--- config.mk ---
export PLATFORM = sky130hd
export DESIGN_NAME = ex_hazard_ctrl_flat
export DESIGN_NICKNAME = d
export VERILOG_FILES = /design/src/rtl/ex_hazard_if.sv /design/src/rtl/ex_hazard_ctrl.sv /design/src/flat_wrapper.sv
export SDC_FILE = /design/constraint.sdc
export NUM_CORES = 1
export LEC_CHECK = 0
export ABC_CLOCK_PERIOD_IN_PS = 1780
export CAP_MARGIN = 10
export CORE_AREA = 2 2 49 56
export DETAILED_ROUTE_END_ITERATION = 7
export DIE_AREA = 0 0 51 58
export PLACE_DENSITY_LB_ADDON = 0.05
export SYNTH_ARGS = -nofsm -noshare
export SYNTH_HDL_FRONTEND = slang
export SYNTH_SLANG_ARGS = --single-unit
--- constraint.sdc ---
create_clock -name clk -period 1.78 [get_ports clk]
set_clock_uncertainty 0.1 [all_clocks]
set_input_delay 0.178 -clock clk [delete_from_list [all_inputs] [get_ports clk]]
set_output_delay 0.178 -clock clk [all_outputs]
set_load 0.1 [all_outputs]
--- src/rtl/ex_hazard_if.sv ---
`default_nettype none
// ============================================================================
// Module     : ex_hazard_if
// Description: Pipeline-side signals seen by the EX-stage hazard controller.
// Revision   : 1.0 - initial release
// ============================================================================
interface ex_hazard_if #(
    parameter int REG_WIDTH = 4
);
    logic [REG_WIDTH-1:0] rs1D_i;
    logic [REG_WIDTH-1:0] rs2D_i;
    logic                 use_rs1D_i;
    logic                 use_rs2D_i;
    logic [REG_WIDTH-1:0] rs1E_i;
    logic [REG_WIDTH-1:0] rs2E_i;
    logic [REG_WIDTH-1:0] WriteRegE_i;
    logic                 RegWriteE_i;
    logic                 MemReadE_i;
    logic                 FloatingE_i;
    logic [REG_WIDTH-1:0] WriteRegM_i;
    logic                 RegWriteM_i;
    logic                 BranchM_i;
    logic                 branch_taken_i;
    logic [REG_WIDTH-1:0] WriteRegW_i;
    logic                 RegWriteW_i;
    logic [1:0]           alu_src1_o;
    logic [1:0]           alu_src2_o;
    logic                 stall_pc_o;
    logic                 stall_IF_ID_o;
    logic                 stall_ID_EX_o;
    logic                 flush_IF_ID_o;
    logic                 flush_ID_EX_o;
    logic                 flush_EX_MEM_o;
    logic                 fp_busy_o;

    modport master (
        output rs1D_i, rs2D_i, use_rs1D_i, use_rs2D_i, rs1E_i, rs2E_i,
               WriteRegE_i, RegWriteE_i, MemReadE_i, FloatingE_i,
               WriteRegM_i, RegWriteM_i, BranchM_i, branch_taken_i,
               WriteRegW_i, RegWriteW_i,
        input  alu_src1_o, alu_src2_o, stall_pc_o, stall_IF_ID_o,
               stall_ID_EX_o, flush_IF_ID_o, flush_ID_EX_o, flush_EX_MEM_o,
               fp_busy_o
    );

    modport slave (
        input  rs1D_i, rs2D_i, use_rs1D_i, use_rs2D_i, rs1E_i, rs2E_i,
               WriteRegE_i, RegWriteE_i, MemReadE_i, FloatingE_i,
               WriteRegM_i, RegWriteM_i, BranchM_i, branch_taken_i,
               WriteRegW_i, RegWriteW_i,
        output alu_src1_o, alu_src2_o, stall_pc_o, stall_IF_ID_o,
               stall_ID_EX_o, flush_IF_ID_o, flush_ID_EX_o, flush_EX_MEM_o,
               fp_busy_o
    );
endinterface
`default_nettype wire

--- src/rtl/ex_hazard_ctrl.sv ---
`default_nettype none
// ============================================================================
// Module     : ex_hazard_ctrl
// Description: EX-stage forwarding selects, stall/flush control and
//              multi-cycle FP sequencing (IDLE/BUSY/DONE + down-counter).
// Revision   : 1.0 - initial release
// ============================================================================
module ex_hazard_ctrl #(
    parameter int REG_WIDTH = 4,
    parameter int FP_STALL  = 3,
    parameter int CNT_WIDTH = 4
) (
    input  wire logic     clk,
    input  wire logic     rst,
    ex_hazard_if.slave    hz
);
    typedef enum logic [1:0] {
        ST_IDLE = 2'd0,
        ST_BUSY = 2'd1,
        ST_DONE = 2'd2
    } state_t;

    localparam bit                   FP_EN    = (FP_STALL != 0);
    localparam logic [CNT_WIDTH-1:0] CNT_LOAD = FP_EN ? CNT_WIDTH'(FP_STALL - 1) : '0;
    localparam state_t               FP_START = (FP_STALL == 1) ? ST_DONE : ST_BUSY;
    localparam logic [CNT_WIDTH-1:0] CNT_ONE  = CNT_WIDTH'(1);

    state_t               state;
    logic [CNT_WIDTH-1:0] cnt;

    logic [REG_WIDTH-1:0] rs1d, rs2d, rs1e, rs2e, wr_e, wr_m, wr_w;
    logic                 br, fp_stall, lu;

    assign rs1d = hz.rs1D_i;
    assign rs2d = hz.rs2D_i;
    assign rs1e = hz.rs1E_i;
    assign rs2e = hz.rs2E_i;
    assign wr_e = hz.WriteRegE_i;
    assign wr_m = hz.WriteRegM_i;
    assign wr_w = hz.WriteRegW_i;

    assign br       = hz.BranchM_i & hz.branch_taken_i;
    assign fp_stall = !br & (((state == ST_IDLE) & hz.FloatingE_i & FP_EN) |
                             (state == ST_BUSY));
    assign lu       = !br & !fp_stall & hz.MemReadE_i & hz.RegWriteE_i &
                      ((hz.use_rs1D_i & (rs1d == wr_e)) |
                       (hz.use_rs2D_i & (rs2d == wr_e)));

    always_comb begin
        hz.alu_src1_o     = 2'd0;
        hz.alu_src2_o     = 2'd0;
        hz.stall_pc_o     = 1'b0;
        hz.stall_IF_ID_o  = 1'b0;
        hz.stall_ID_EX_o  = 1'b0;
        hz.flush_IF_ID_o  = 1'b0;
        hz.flush_ID_EX_o  = 1'b0;
        hz.flush_EX_MEM_o = 1'b0;
        hz.fp_busy_o      = 1'b0;
        if (!rst) begin
            // MEM result is younger than WB, so it wins when both match
            if (hz.RegWriteM_i && (wr_m == rs1e))      hz.alu_src1_o = 2'd1;
            else if (hz.RegWriteW_i && (wr_w == rs1e)) hz.alu_src1_o = 2'd2;
            if (hz.RegWriteM_i && (wr_m == rs2e))      hz.alu_src2_o = 2'd1;
            else if (hz.RegWriteW_i && (wr_w == rs2e)) hz.alu_src2_o = 2'd2;

            hz.fp_busy_o = (state == ST_BUSY);

            if (br) begin
                hz.flush_IF_ID_o  = 1'b1;
                hz.flush_ID_EX_o  = 1'b1;
                hz.flush_EX_MEM_o = 1'b1;
            end else if (fp_stall) begin
                hz.stall_pc_o     = 1'b1;
                hz.stall_IF_ID_o  = 1'b1;
                hz.stall_ID_EX_o  = 1'b1;
                hz.flush_EX_MEM_o = 1'b1;
            end else if (lu) begin
                hz.stall_pc_o     = 1'b1;
                hz.stall_IF_ID_o  = 1'b1;
                hz.flush_ID_EX_o  = 1'b1;
            end
        end
    end

    always_ff @(posedge clk) begin
        if (rst) begin
            state <= ST_IDLE;
            cnt   <= '0;
        end else begin
            case (state)
                ST_IDLE: begin
                    if (!br && hz.FloatingE_i && FP_EN) begin
                        cnt   <= CNT_LOAD;
                        state <= FP_START;
                    end
                end
                ST_BUSY: begin
                    // An older taken branch squashes the FP op still in EX
                    if (br) begin
                        state <= ST_IDLE;
                        cnt   <= '0;
                    end else begin
                        cnt <= cnt - CNT_ONE;
                        if (cnt == CNT_ONE) state <= ST_DONE;
                    end
                end
                ST_DONE: state <= ST_IDLE;
                default: begin
                    state <= ST_IDLE;
                    cnt   <= '0;
                end
            endcase
        end
    end
endmodule
`default_nettype wire

--- src/flat_wrapper.sv ---
// flat-port wrapper written by rule: the top's interface ports become plain ports
module ex_hazard_ctrl_flat 
#(
    parameter int REG_WIDTH = 4,
    parameter int FP_STALL  = 3,
    parameter int CNT_WIDTH = 4
)
  (clk, rst, hz_rs1D_i, hz_rs2D_i, hz_use_rs1D_i, hz_use_rs2D_i, hz_rs1E_i, hz_rs2E_i, hz_WriteRegE_i, hz_RegWriteE_i, hz_MemReadE_i, hz_FloatingE_i, hz_WriteRegM_i, hz_RegWriteM_i, hz_BranchM_i, hz_branch_taken_i, hz_WriteRegW_i, hz_RegWriteW_i, hz_alu_src1_o, hz_alu_src2_o, hz_stall_pc_o, hz_stall_IF_ID_o, hz_stall_ID_EX_o, hz_flush_IF_ID_o, hz_flush_ID_EX_o, hz_flush_EX_MEM_o, hz_fp_busy_o);
  ex_hazard_if #(.REG_WIDTH(REG_WIDTH)) hz_i ();
  input  wire logic clk;
  input  wire logic rst;
  input wire logic [$bits(hz_i.rs1D_i)-1:0] hz_rs1D_i;
  input wire logic [$bits(hz_i.rs2D_i)-1:0] hz_rs2D_i;
  input wire logic [$bits(hz_i.use_rs1D_i)-1:0] hz_use_rs1D_i;
  input wire logic [$bits(hz_i.use_rs2D_i)-1:0] hz_use_rs2D_i;
  input wire logic [$bits(hz_i.rs1E_i)-1:0] hz_rs1E_i;
  input wire logic [$bits(hz_i.rs2E_i)-1:0] hz_rs2E_i;
  input wire logic [$bits(hz_i.WriteRegE_i)-1:0] hz_WriteRegE_i;
  input wire logic [$bits(hz_i.RegWriteE_i)-1:0] hz_RegWriteE_i;
  input wire logic [$bits(hz_i.MemReadE_i)-1:0] hz_MemReadE_i;
  input wire logic [$bits(hz_i.FloatingE_i)-1:0] hz_FloatingE_i;
  input wire logic [$bits(hz_i.WriteRegM_i)-1:0] hz_WriteRegM_i;
  input wire logic [$bits(hz_i.RegWriteM_i)-1:0] hz_RegWriteM_i;
  input wire logic [$bits(hz_i.BranchM_i)-1:0] hz_BranchM_i;
  input wire logic [$bits(hz_i.branch_taken_i)-1:0] hz_branch_taken_i;
  input wire logic [$bits(hz_i.WriteRegW_i)-1:0] hz_WriteRegW_i;
  input wire logic [$bits(hz_i.RegWriteW_i)-1:0] hz_RegWriteW_i;
  output wire logic [$bits(hz_i.alu_src1_o)-1:0] hz_alu_src1_o;
  output wire logic [$bits(hz_i.alu_src2_o)-1:0] hz_alu_src2_o;
  output wire logic [$bits(hz_i.stall_pc_o)-1:0] hz_stall_pc_o;
  output wire logic [$bits(hz_i.stall_IF_ID_o)-1:0] hz_stall_IF_ID_o;
  output wire logic [$bits(hz_i.stall_ID_EX_o)-1:0] hz_stall_ID_EX_o;
  output wire logic [$bits(hz_i.flush_IF_ID_o)-1:0] hz_flush_IF_ID_o;
  output wire logic [$bits(hz_i.flush_ID_EX_o)-1:0] hz_flush_ID_EX_o;
  output wire logic [$bits(hz_i.flush_EX_MEM_o)-1:0] hz_flush_EX_MEM_o;
  output wire logic [$bits(hz_i.fp_busy_o)-1:0] hz_fp_busy_o;
  assign hz_i.rs1D_i = hz_rs1D_i;
  assign hz_i.rs2D_i = hz_rs2D_i;
  assign hz_i.use_rs1D_i = hz_use_rs1D_i;
  assign hz_i.use_rs2D_i = hz_use_rs2D_i;
  assign hz_i.rs1E_i = hz_rs1E_i;
  assign hz_i.rs2E_i = hz_rs2E_i;
  assign hz_i.WriteRegE_i = hz_WriteRegE_i;
  assign hz_i.RegWriteE_i = hz_RegWriteE_i;
  assign hz_i.MemReadE_i = hz_MemReadE_i;
  assign hz_i.FloatingE_i = hz_FloatingE_i;
  assign hz_i.WriteRegM_i = hz_WriteRegM_i;
  assign hz_i.RegWriteM_i = hz_RegWriteM_i;
  assign hz_i.BranchM_i = hz_BranchM_i;
  assign hz_i.branch_taken_i = hz_branch_taken_i;
  assign hz_i.WriteRegW_i = hz_WriteRegW_i;
  assign hz_i.RegWriteW_i = hz_RegWriteW_i;
  assign hz_alu_src1_o = hz_i.alu_src1_o;
  assign hz_alu_src2_o = hz_i.alu_src2_o;
  assign hz_stall_pc_o = hz_i.stall_pc_o;
  assign hz_stall_IF_ID_o = hz_i.stall_IF_ID_o;
  assign hz_stall_ID_EX_o = hz_i.stall_ID_EX_o;
  assign hz_flush_IF_ID_o = hz_i.flush_IF_ID_o;
  assign hz_flush_ID_EX_o = hz_i.flush_ID_EX_o;
  assign hz_flush_EX_MEM_o = hz_i.flush_EX_MEM_o;
  assign hz_fp_busy_o = hz_i.fp_busy_o;
  ex_hazard_ctrl #(.REG_WIDTH(REG_WIDTH), .FP_STALL(FP_STALL), .CNT_WIDTH(CNT_WIDTH)) u_core (.clk(clk), .rst(rst), .hz(hz_i));
endmodule
## Word-level counts from Yosys, hierarchy flattened

Cells that the tools add are included.

- Register bits: 6
- Input port bits: 39

- Add/subtract/negate cells: 1
- Equal/unequal tests: 11
- Mux-type cells: 28
- Bitwise logic cells: 12
- Reductions and logical operators: 10

Operators by type and width:

| cell | number |
|---|---|
| 4-bit == test | 6 |
| 2-bit two-way mux | 9 |
| 1-bit two-way mux | 15 |
| 4-bit case mux with 3 select lines | 1 |
| 1-bit bitwise AND | 9 |
| 4-bit two-way mux | 2 |
| 1-bit logical AND | 5 |
| 4-bit by 1-bit == test with 1-bit output, second input constant | 1 |
| 2-bit case mux with 2 select lines | 1 |
| 2-bit AND reduction | 2 |
| 4-bit by 1-bit subtractor with 4-bit output, second input constant | 1 |
| 3-bit by 2-bit inequality test with 1-bit output, second input constant | 1 |
| 2-bit by 1-bit == test with 1-bit output, second input constant | 1 |
| 2-bit == test, second input constant | 1 |
| 1-bit zero test | 2 |
| 2-bit zero test | 1 |
| 2-bit inequality test, second input constant | 1 |
| 1-bit OR | 2 |
| 1-bit NOT | 1 |

## Longest topological paths before layout

- Depth after elaboration: 13
- Mapped depth: 6
- Gate-level depth less buffers: 5

## Worst setup path before layout

Ideal clock, no wire load.

- Path kind: input to output
- From: in hz_WriteRegM_i[0]
- To: out hz_alu_src1_o[1]
- Arrival: 3571 ps
- Data required time: 1502 ps
- Path slack: -2069 ps
- Cell stages on the path: 4
- Path buffers: 0
- Cells stage by stage: nor2b_1 -> a221o_1 -> or4_1 -> nor4b_1

- Word-level cells in the longest chain between the ends: 4

Ends and longest elaborated chain:

| what | line | source |
|---|---|---|
| start: declaration | flat_wrapper.sv:22 | `input wire logic [$bits(hz_i.WriteRegM_i)-1:0] hz_WriteRegM_i;` |
| 4-bit == test | ex_hazard_ctrl.sv:61 | `if (hz.RegWriteM_i && (wr_m == rs1e)) hz.alu_src1_o = 2'd1;` |
| 1-bit logical AND | ex_hazard_ctrl.sv:61 |  |
| 2-bit two-way mux | ex_hazard_ctrl.sv:61 |  |
| 2-bit two-way mux | ex_hazard_ctrl.sv:59 | `if (!rst) begin` |
| end: declaration | flat_wrapper.sv:28 | `output wire logic [$bits(hz_i.alu_src1_o)-1:0] hz_alu_src1_o;` |

Every way passes these cells.

## Worst setup path in the final report

- From: reg u_core.state[1]
- To: out hz_stall_IF_ID_o

- Word-level cells in the longest chain between the ends: 13
- Elaborated cells on any way between the ends: 14
- Those cells by class: 1 x eq/ne; 4 x mux; 7 x bitwise; 2 x reduce/logical

Ends and longest elaborated chain:

| what | line | source |
|---|---|---|
| start: declaration | ex_hazard_ctrl.sv:28 | `state_t state;` |
| start signal: assignment | ex_hazard_ctrl.sv:87 | `state <= ST_IDLE;` |
| start signal: assignment | ex_hazard_ctrl.sv:94 | `state <= FP_START;` |
| start signal: assignment | ex_hazard_ctrl.sv:100 | `state <= ST_IDLE;` |
| 2-bit zero test | ex_hazard_ctrl.sv:43 | `assign fp_stall = !br & (((state == ST_IDLE) & hz.FloatingE_i & FP_EN) \|` |
| 1-bit bitwise AND | ex_hazard_ctrl.sv:43 |  |
| 1-bit OR (*) | ex_hazard_ctrl.sv:43 |  |
| 1-bit bitwise AND (*) | ex_hazard_ctrl.sv:43 |  |
| 1-bit zero test | ex_hazard_ctrl.sv:45 | `assign lu = !br & !fp_stall & hz.MemReadE_i & hz.RegWriteE_i &` |
| 1-bit bitwise AND (4 in a row) | ex_hazard_ctrl.sv:45 |  |
| 1-bit two-way mux | ex_hazard_ctrl.sv:77 | `end else if (lu) begin` |
| 1-bit two-way mux (*) | ex_hazard_ctrl.sv:72 | `end else if (fp_stall) begin` |
| 1-bit two-way mux (*) | ex_hazard_ctrl.sv:68 | `if (br) begin` |
| 1-bit two-way mux (*) | ex_hazard_ctrl.sv:59 |  |
| end: declaration | flat_wrapper.sv:31 | `output wire logic [$bits(hz_i.stall_IF_ID_o)-1:0] hz_stall_IF_ID_o;` |

Every way passes the cells marked *; elsewhere a longest branch is shown, timed or not.

==> flow_metrics.py <==
metrics = {
    "sta": {
        "hold_viol": 0,
        "finalSetupViolations": 3,
        "final.setup.tns_ns": -0.7387,
        "worst_max_slew_pin_slew_ns": 0.3702,
        "period_minus_slack_ns": 2.079,
        "finalCritPeriodShare_pct": 116.8,
        "timing_max_transition_violations_final": 0,
        "max_freq_ghz": 0.4811,
        "grt_setup_unrepaired": "yes",
        "setup_ws_ns": -0.2985,
        "slew-limit-headroom_pct": 75.32,
    },
    "job": {
        "cap_viol_max_count": 0,
    },
    "setup_path": {
        "timing.critical_path.cells": "o21bai_4, nand4_4, or4b_4, a31oi_4, buf_12",
        "critical_path_buf_inv_count": 1,
        "reg2reg_depth": 4,
        "critPathRequiredTime_ns": 1.50,
        "cp-end-kind": "output port",
        "crit_fanout": 2,
        "crit_type": "register to output port",
        "cpMaxStageDelayCell": "sky130_fd_sc_hd__or4b_4",
        "startpoint_type": "register",
        "cp.arrival_ns": 1.80,
        "path_delay_family": "simple AND/OR/NAND/NOR gates",
        "critical_path_depth": 5,
        "critPathMaxStageDelay_ns": 0.53,
    },
    "logic_synthesis": {
        "synth.yosys.seq_area_share_pct": 16.75,
        "synth.avg_cell_area_um2": 7.878,
        "syn_area_um2": 716.9,
        "synthesis.instances": 91,
        "syn_nets": 132,
        "synth_cell_type_count": 34,
        "synth-warning-count": 0,
        "synth_seq_cells": 6,
    },
    "global_route": {
        "global_route_usage_over_all_layers_pct": 17.50,
        "grt_first_pass_wirelength_um": 3891,
        "grt_start_max_net_pins": 10,
        "vias_in_the_first_global_route": 995,
        "antenna_found_initial": 0,
        "grt_overflow_total": 0,
    },
    "route": {
        "first_pass_drt_iterations": 3,
        "viasPerCell": 4.782,
        "wirelength_um": 2471,
        "detailedRoute.firstIterationViolations": 5,
        "route.vias.total": 942,
        "postRouteAntennaNets": 0,
        "wl_per_cell_um": 12.54,
        "drc": 0,
    },
    "layout": {
        "layout-drive-gt1-share_pct": 44.58,
        "leading_cell_type_in_the_layout_fill_and_taps_excluded": "sky130_fd_sc_hd__buf_4",
        "n_antenna_cell": 0,
        "layout.filler_cells": 203,
        "syn_to_final_growth_pct": 134.6,
        "layout_common_cells": "24 x sky130_fd_sc_hd__buf_4, 15 x sky130_fd_sc_hd__dlygate4sd2_1, 11 x sky130_fd_sc_hd__clkdlybuf4s50_1",
        "final_net_count": 209,
        "stdcell_count": 197,
    },
    "cts": {
        "cts_num_sinks": 6,
        "clk_transition_reported_paths_ns": 0.05,
        "clockRootBuffer": "sky130_fd_sc_hd__clkbuf_4",
        "tritoncts_clock_tree": "yes",
        "cts-buffers-inserted": 3,
        "cts_max_level": 1,
        "clock_insertion_delay_worst_skew_ns": 0.25,
        "bufs_on_longest_clock_path": 2,
    },
    "floorplanning": {
        "die_width_um": 51,
        "fp.dieArea_mm2": 0.002958,
        "floorplan.core_area_mm2": 0.002401,
        "boundaryPins": 50,
        "fp.dieH_um": 58,
        "start_util_pct": 29.86,
        "floorplan.rows": 19,
    },
    "status": {
        "violated_checks": "negative setup slack",
        "status": "finished, violations left",
    },
    "power": {
        "powerDensity_mw_per_mm2": 424.2,
        "worst_ir_drop_vdd_v": 0.0002581,
        "leakage_nw": 0.7497,
    },
    "placement": {
        "numPlacedInstances": 188,
        "placement.setup.worst_slack_ns": -0.4733,
        "io_buffer_count": 49,
        "place.detailed.hpwl_um": 1956,
        "gp_routability_congestion": 0.7033,
    },
    "min_path": {
        "hold-path-cell-count": 2,
        "worst_hold_path_type": "register to register",
    },
}
-- per-stage QoR --
stage                     total power [mW]  instance area [µm²]  util (%)  hold WS, ns
after global placement              0.5674                 1565     65.19       0.3877
after global routing                0.7544                 1682     70.04       0.4432
after detailed placement            0.5741                 1565     65.19       0.3910
after CTS                           0.7121                 1642     68.37       0.3991
after floorplan                     0.3744                810.8         -       0.3016
final                               0.7133                 1682     70.04       0.3969
-- final cells by class --
cell class | instances | area [µm²] | area share [%]
Inverter | 7 | 26.28 | 1.563
Multi-Input combinational cell | 75 | 700.7 | 41.67
Timing Repair Buffer | 75 | 772.0 | 45.91
Clock buffer | 3 | 22.52 | 1.339
Sequential cell | 6 | 121.4 | 7.217
Tap cell | 31 | 38.79 | 2.307
-- state kept, by name, summed over array words and instances (netlist names) --
name and flops:
u_core.cnt 4, u_core.state 2
-- routing by layer --
metal	global-route usage (%)	share of wire, %
met5	0	0
met4	9.653	1.5
met3	2.835	5.2
met2	35.06	59
met1	16.22	34
-- worst paths after layout --
| check | to | from | slack, ns |
|---|---|---|---|
| worst max register to register | u_core.cnt[1] | u_core.state[1] | 0.40 |
| worst max-delay path | hz_stall_IF_ID_o | u_core.state[1] | -0.30 |
| worst min-delay path | u_core.cnt[0] | u_core.cnt[0] | 0.40 |
| worst min register to register | u_core.cnt[0] | u_core.cnt[0] | 0.40 |
-- power breakdown --
group	switching, mW	internal [mW]	leakage (nW)	total (mW)
clock	0.0519	0.0765	0.0138	0.128
sequential	0.00790	0.144	0.0495	0.152
combinational	0.220	0.214	0.686	0.433
-- cell usage after synthesis --
master,n,area [µm²]
sky130_fd_sc_hd__o22ai_1,1,6.260
sky130_fd_sc_hd__and2_0,1,6.260
sky130_fd_sc_hd__or4b_1,1,10.01
sky130_fd_sc_hd__nor2_1,6,22.52
sky130_fd_sc_hd__nand3_1,4,20.02
sky130_fd_sc_hd__a32oi_1,1,8.760
sky130_fd_sc_hd__nor4b_1,2,17.52
sky130_fd_sc_hd__o31ai_1,1,7.510
sky130_fd_sc_hd__nor3_1,5,25.02
sky130_fd_sc_hd__nand4_2,1,12.51
sky130_fd_sc_hd__a311oi_1,1,8.760
sky130_fd_sc_hd__o21ai_0,1,5.000
sky130_fd_sc_hd__or2b_1,1,7.510
sky130_fd_sc_hd__a31oi_1,1,6.260
sky130_fd_sc_hd__xor2_1,12,105.1
sky130_fd_sc_hd__nor2b_1,1,6.260
sky130_fd_sc_hd__ha_1,2,25.02
sky130_fd_sc_hd__inv_1,7,26.28
sky130_fd_sc_hd__buf_4,1,7.510
sky130_fd_sc_hd__nand2_1,4,15.01
sky130_fd_sc_hd__nand3b_1,1,7.510
sky130_fd_sc_hd__xnor2_1,11,96.34
sky130_fd_sc_hd__dfxtp_1,6,120.1
sky130_fd_sc_hd__o21bai_4,1,18.77
sky130_fd_sc_hd__nor3b_1,2,15.01
sky130_fd_sc_hd__buf_6,1,11.26
sky130_fd_sc_hd__a21oi_1,4,20.02
sky130_fd_sc_hd__a211oi_1,2,15.01
sky130_fd_sc_hd__nand2b_1,3,18.77
sky130_fd_sc_hd__or2_2,1,6.260
sky130_fd_sc_hd__a221o_1,1,10.01
sky130_fd_sc_hd__clkbuf_1,1,3.750
sky130_fd_sc_hd__a2bb2oi_1,2,17.52
sky130_fd_sc_hd__or4_1,1,7.510
-- kinds of logic (layout without fill, tap and decap cells) --
| family | count (synthesis) | count (layout) | share of synthesized area [%] |
|---|---|---|---|
| AO/OA/AOI/OAI | 16 | 16 | 17.28 |
| XOR/XNOR | 23 | 23 | 28.10 |
| adder cells (fa/ha/maj) | 2 | 2 | 3.490 |
| buffers and inverters | 10 | 85 | 6.807 |
| flip-flops | 6 | 6 | 16.75 |
| AND/OR/NAND/NOR | 34 | 34 | 27.58 |
-- tightest hold or removal path, delay by kind of cell (launching register included) --
family / cells / cell delay [ns]
and+or+nand+nor: 1 / 0.07
AOI/OAI and AO/OA: 1 / 0.05
DFF: 1 / 0.33
-- repair_timing --
action                     CTS  global route
setup buffers                5             1
hold buffers                 0             0
pin swaps                   16             7
resized for setup           60            11
setup endpoints to repair    7             8
Power figures use the tool's default switching activity.
